$ cat src/rtl/word_match_if.sv
// Guess/target scoring bus between guess-entry logic (master) and the word scorer (slave).
interface word_match_if #(
    parameter int LETTERS = 5,
    parameter int W       = 5
);
    logic                 start;
    logic [LETTERS*W-1:0] guess;
    logic [LETTERS*W-1:0] target;
    logic                 busy;
    logic                 done;
    logic [LETTERS-1:0]   green;
    logic [LETTERS-1:0]   yellow;
    logic                 win;
    logic                 word_lt;
    logic                 word_gt;

    modport master (
        output start, guess, target,
        input  busy, done, green, yellow, win, word_lt, word_gt
    );

    modport slave (
        input  start, guess, target,
        output busy, done, green, yellow, win, word_lt, word_gt
    );
endinterface

$ cat src/rtl/word_match_seq.sv
// Sequential Wordle-style scorer: one shared letter comparator walks every (i, j)
// letter pair, then publishes green/yellow/win and lexicographic order in one DONE cycle.
module word_match_seq #(
    parameter int LETTERS = 5,
    parameter int W       = 5
) (
    input logic         clk,
    input logic         rst_n,
    word_match_if.slave bus
);
    localparam int CW = (LETTERS > 1) ? $clog2(LETTERS) : 1;
    localparam logic [CW-1:0] LAST = CW'(LETTERS - 1);

    typedef enum logic [1:0] {IDLE, SCAN, DONE} state_t;

    state_t               state, state_nxt;
    logic [LETTERS*W-1:0] guess_q, target_q;
    logic [CW-1:0]        i, j;
    logic [LETTERS-1:0]   cand_green, cand_yellow;
    logic                 decided, lt_q, gt_q;
    logic [LETTERS-1:0]   green_q, yellow_q;
    logic                 win_q, word_lt_q, word_gt_q;

    logic [W-1:0]         a, b;
    logic                 eq, lt, gt, last;
    logic [LETTERS-1:0]   cg_nxt, cy_nxt;
    logic                 dec_nxt, lt_nxt, gt_nxt;

    // Shared comparator plus the candidate-flag update it drives this cycle.
    always_comb begin
        a       = guess_q[i*W +: W];
        b       = target_q[j*W +: W];
        eq      = (a == b);
        lt      = (a < b);
        gt      = (a > b);
        cg_nxt  = cand_green;
        cy_nxt  = cand_yellow;
        dec_nxt = decided;
        lt_nxt  = lt_q;
        gt_nxt  = gt_q;
        if (eq && (i == j)) cg_nxt[i] = 1'b1;
        if (eq && (i != j)) cy_nxt[i] = 1'b1;
        // i ascends, so the first diagonal mismatch is the leftmost differing letter.
        if (!eq && (i == j) && !decided) begin
            dec_nxt = 1'b1;
            lt_nxt  = lt;
            gt_nxt  = gt;
        end
        last = (i == LAST) && (j == LAST);
    end

    always_ff @(posedge clk or negedge rst_n) begin
        if (!rst_n) state <= IDLE;
        else        state <= state_nxt;
    end

    always_comb begin
        state_nxt = state;
        case (state)
            IDLE:    if (bus.start) state_nxt = SCAN;
            SCAN:    if (last) state_nxt = DONE;
            DONE:    state_nxt = IDLE;
            default: state_nxt = IDLE;
        endcase
    end

    // Words are captured once at start; later input changes are invisible to the scan.
    always_ff @(posedge clk) begin
        if (state == IDLE && bus.start) begin
            guess_q  <= bus.guess;
            target_q <= bus.target;
        end
    end

    always_ff @(posedge clk or negedge rst_n) begin
        if (!rst_n) begin
            i           <= '0;
            j           <= '0;
            cand_green  <= '0;
            cand_yellow <= '0;
            decided     <= 1'b0;
            lt_q        <= 1'b0;
            gt_q        <= 1'b0;
            green_q     <= '0;
            yellow_q    <= '0;
            win_q       <= 1'b0;
            word_lt_q   <= 1'b0;
            word_gt_q   <= 1'b0;
        end else begin
            case (state)
                IDLE: begin
                    if (bus.start) begin
                        i           <= '0;
                        j           <= '0;
                        cand_green  <= '0;
                        cand_yellow <= '0;
                        decided     <= 1'b0;
                        lt_q        <= 1'b0;
                        gt_q        <= 1'b0;
                    end
                end
                SCAN: begin
                    cand_green  <= cg_nxt;
                    cand_yellow <= cy_nxt;
                    decided     <= dec_nxt;
                    lt_q        <= lt_nxt;
                    gt_q        <= gt_nxt;
                    if (last) begin
                        i         <= '0;
                        j         <= '0;
                        green_q   <= cg_nxt;
                        yellow_q  <= cy_nxt & ~cg_nxt;
                        win_q     <= &cg_nxt;
                        word_lt_q <= lt_nxt;
                        word_gt_q <= gt_nxt;
                    end else if (j == LAST) begin
                        j <= '0;
                        i <= i + 1'b1;
                    end else begin
                        j <= j + 1'b1;
                    end
                end
                default: ;
            endcase
        end
    end

    assign bus.busy    = (state != IDLE);
    assign bus.done    = (state == DONE);
    assign bus.green   = green_q;
    assign bus.yellow  = yellow_q;
    assign bus.win     = win_q;
    assign bus.word_lt = word_lt_q;
    assign bus.word_gt = word_gt_q;
endmodule

$ cat src/flat_wrapper.sv
// flat-port wrapper written by rule: the top's interface ports become plain ports
module word_match_seq_flat 
#(
    parameter int LETTERS = 5,
    parameter int W       = 5
)
  (clk, rst_n, bus_start, bus_guess, bus_target, bus_busy, bus_done, bus_green, bus_yellow, bus_win, bus_word_lt, bus_word_gt);
  word_match_if #(.LETTERS(LETTERS), .W(W)) bus_i ();
  input logic clk;
  input logic rst_n;
  input wire logic [$bits(bus_i.start)-1:0] bus_start;
  input wire logic [$bits(bus_i.guess)-1:0] bus_guess;
  input wire logic [$bits(bus_i.target)-1:0] bus_target;
  output wire logic [$bits(bus_i.busy)-1:0] bus_busy;
  output wire logic [$bits(bus_i.done)-1:0] bus_done;
  output wire logic [$bits(bus_i.green)-1:0] bus_green;
  output wire logic [$bits(bus_i.yellow)-1:0] bus_yellow;
  output wire logic [$bits(bus_i.win)-1:0] bus_win;
  output wire logic [$bits(bus_i.word_lt)-1:0] bus_word_lt;
  output wire logic [$bits(bus_i.word_gt)-1:0] bus_word_gt;
  assign bus_i.start = bus_start;
  assign bus_i.guess = bus_guess;
  assign bus_i.target = bus_target;
  assign bus_busy = bus_i.busy;
  assign bus_done = bus_i.done;
  assign bus_green = bus_i.green;
  assign bus_yellow = bus_i.yellow;
  assign bus_win = bus_i.win;
  assign bus_word_lt = bus_i.word_lt;
  assign bus_word_gt = bus_i.word_gt;
  word_match_seq #(.LETTERS(LETTERS), .W(W)) u_core (.clk(clk), .rst_n(rst_n), .bus(bus_i));
endmodule
$ cat config.mk
export PLATFORM = sky130hd
export DESIGN_NAME = word_match_seq_flat
export DESIGN_NICKNAME = d
export VERILOG_FILES = /design/src/rtl/word_match_if.sv /design/src/rtl/word_match_seq.sv /design/src/flat_wrapper.sv
export SDC_FILE = /design/constraint.sdc
export NUM_CORES = 1
export LEC_CHECK = 0
export CORE_UTILIZATION = 40
export DETAILED_ROUTE_END_ITERATION = 8
export SYNTH_ARGS = -nofsm -noshare
export SYNTH_HDL_FRONTEND = slang
export SYNTH_SLANG_ARGS = --single-unit
$ cat constraint.sdc
create_clock -name clk -period 4.1 [get_ports clk]
set_clock_uncertainty 0.05 [all_clocks]
set_input_delay 1.23 -clock clk [delete_from_list [all_inputs] [get_ports clk]]
set_output_delay 1.23 -clock clk [all_outputs]
set_load 0.005 [all_outputs]
==> qor.yml <==
peakVddDrop_uv: 204
dr_total_vias: 2366
portBuffers: 67
fp.dieH_um: 97.1
io_pins: 68
yosysWarningCount: 0
max_stage_delay_ns: 0.71
clk_path_buf_depth: 2
critPathSlowestCell: "dfrtp_1"
syn_area_um2: 3620
firstDrtPassIters: 4
syn-instance-count: 270
dp_hpwl_um: 4920
initial_utilization_pct: 41.5
p_leak_nw: 1.77
core_um2: 8720
clock_latency_ns: 0.34
synth_seq_cells: 84
antenna_found_initial: 0
post-route-drc-count: 0
total_power_w: 0.00283
fmax_mhz: 318
worstSetupPathType: "reg2reg"
slew_viol_final: 0
yosysTopAreaCellShare_pct: 41.5
worst_slew_margin_rel_pct: 49.2
overflow: 0
syn2layout_area_growth_pct: 28.7
rsz0062_at_grt: "false"
die_area_um2: 9430
cts-root-buf: "clkbuf_8"
rows: 34
htree_levels: 3
avgSynthCellArea_um2: 13.4
synth.distinct_cells: 42
reg2reg_from: "u_core.j[0]"
fin_crit_ns: 3.14
drt_iter0_drc: 97
fin_tns_setup_ns: 0
numCtsBuffers: 9
crit_chain: "mux4_2 > nor2b_1 > a31oi_1 > ha_1 > nand3_1 > nor2_1 > or3_4 > nor2_2 > nand2_1 > o221a_1"
final-setup-viol-count: 0
status: "finished clean"
tightest_slew_ns: 0.762
syn_nets: 332
synth_async_sr_flop_share_pct: 40.5
via_per_inst: 5.23
post-cts-setup-buffer-count: 0
grt_usage_pct: 15.6
wl_um: 6930
hold_path_class: "reg2reg"
drive_gt1_share_pct: 10.5
final_nets: 401
grt_pass1_vias: 2332
diodes: 0
synth_edf_count: 50
grt_max_degree: 52
ys_seq_area_share_pct: 65.0
min_period_over_period_pct: 76.6
worstPathRequired_ns: 4.29
critPathArrivalTime_ns: 3.33
crit_fanout: 11
yosysTopAreaCell: "edfxtp_1"
synthTopCellsByArea: "edfxtp_1 (41%), dfrtp_1 (24%), ha_1 (3.1%), mux4_2 (3.1%), a22o_1 (2.7%)"
hold_viol_final: 0
die_width_um: 97.1
cp-start-kind: "register"
clkSlewWorstSetupHoldPaths_ns: 0.08
end_kind: "register"
clock_sinks: 84
wire_per_inst_um: 15.3
cts-resized-gates: 0
powerDensity_nw_per_um2: 608
min-delay-start: "u_core.bus.yellow[0]"
grt_pass1_wl_um: 11500
synth_ff_type: "edfxtp_1"
gp_congestion: 0.791
cap_violations: 0
cts_tree: "built"
postRouteAntennaNets: 0
cts_hold_buf: 0
crit_start: "u_core.j[0]"
critical path: cells and delay by family (launching register included):
kind	cells	cell delay, ns
flip-flops	1	0.71
adder cells (fa/ha/maj)	1	0.28
AND/OR/NAND/NOR	6	0.96
AO/OA/AOI/OAI	2	0.47
multiplexers	1	0.56
state kept, by name, summed over array words and instances, names as in the netlist:
name / flops
u_core.decided: 1
u_core.j: 3
u_core.cand_yellow: 5
u_core.bus.word_gt: 1
u_core.state: 2
u_core.bus.win: 1
u_core.lt_q: 1
u_core.gt_q: 1
u_core.guess_q: 25
u_core.bus.word_lt: 1
u_core.target_q: 25
u_core.i: 3
u_core.bus.green: 5
u_core.bus.yellow: 5
u_core.cand_green: 5
area by class of cell:
| class | count | area, um2 |
|---|---|---|
| timing repair buffer | 70 | 706 |
| multi-input combinational | 165 | 1170 |
| sequential | 84 | 2350 |
| tap | 108 | 135 |
| fill | 766 | 4060 |
| clock inverter | 6 | 136 |
| clock buffer | 10 | 128 |
| inverter | 9 | 33.8 |
layout by cell type, fill, tap and decap left out, types with 2 or more instances in the layout:
cell and n:
a22oi_1 3, a21o_1 3, a21oi_1 19, xnor2_2 3, o21ai_0 12, mux2i_1 5
a31oi_1 9, buf_4 2, a32o_1 2, o21a_1 4, nand2_1 17, nor3_1 4
nor2b_1 8, edfxtp_1 50, or2_2 2, and3_1 4, nor2_1 21, o22ai_1 4
mux4_2 5, bufinv_16 4, nand2b_1 2, clkinv_1 2, dfrtp_1 34, nand3_1 6
clkdlybuf4s50_1 67, a22o_1 11, ha_1 9, inv_1 6, clkbuf_8 9
report_power, final:
part | leakage [nW] | switching [W] | internal [W]
registers | 0.889 | 0.000186 | 0.00102
logic | 0.759 | 0.000406 | 0.000463
clock network | 0.127 | 0.000288 | 0.000467
synth_stat cells (all sizes together) (2+ instances only):
| cell | number |
|---|---|
| inv | 7 |
| nor2 | 22 |
| buf | 7 |
| clkinv | 2 |
| a31oi | 10 |
| o22ai | 4 |
| a22o | 11 |
| a32o | 2 |
| o21ai | 12 |
| o21a | 4 |
| a21oi | 19 |
| ha | 9 |
| clkbuf | 5 |
| a21o | 3 |
| xnor2 | 3 |
| mux4 | 5 |
| nand3 | 7 |
| nand2 | 17 |
| mux2i | 5 |
| a22oi | 3 |
| nor3 | 5 |
| edfxtp | 50 |
| dfrtp | 34 |
| nor2b | 8 |
| and3 | 4 |
| nand2b | 2 |
| or2 | 2 |
through the flow:
stage	std cells	hold slack [ns]	utilization (%)	instance area (um2)	setup slack, ns
CTS	452	0.425	53.4	4660	0.904
global placement	436	0.401	50.4	4390	0.896
detailed placement	436	0.406	50.4	4390	0.849
finish	452	0.418	53.4	4660	0.958
global route	452	0.454	53.4	4660	0.720
floorplan	270	0.401	-	3620	0.670
worst paths after layout:
path / cells past startpoint / slack (ns) / to
min in group asynchronous: 2 / 1.25 / u_core.bus.yellow[0]
min: 2 / 0.42 / u_core.bus.yellow[0]
max: 10 / 0.96 / u_core.gt_q
min reg2reg: 2 / 0.42 / u_core.bus.yellow[0]
max in group asynchronous: 2 / 2.45 / u_core.decided
max reg2reg: 10 / 0.96 / u_core.gt_q
logic make-up after synthesis:
kind of cell	synth area share [%]
flops	65.0
compound gates	12.9
simple gates	10.1
buf+inv	2.80
mux	4.80
fa+ha+maj	3.11
xor+xnor	1.35
routing by layer:
metal | global-route usage (%) | vias up | part of all wire (%)
met5 | 0 | - | 0
met4 | 6.89 | 0 | 1.8
met3 | 3.31 | 12 | 5.3
met2 | 23.3 | 85 | 46
met1 | 22.1 | 1126 | 47
li1 | - | 1143 | -
Power figures use the tool's default switching activity.
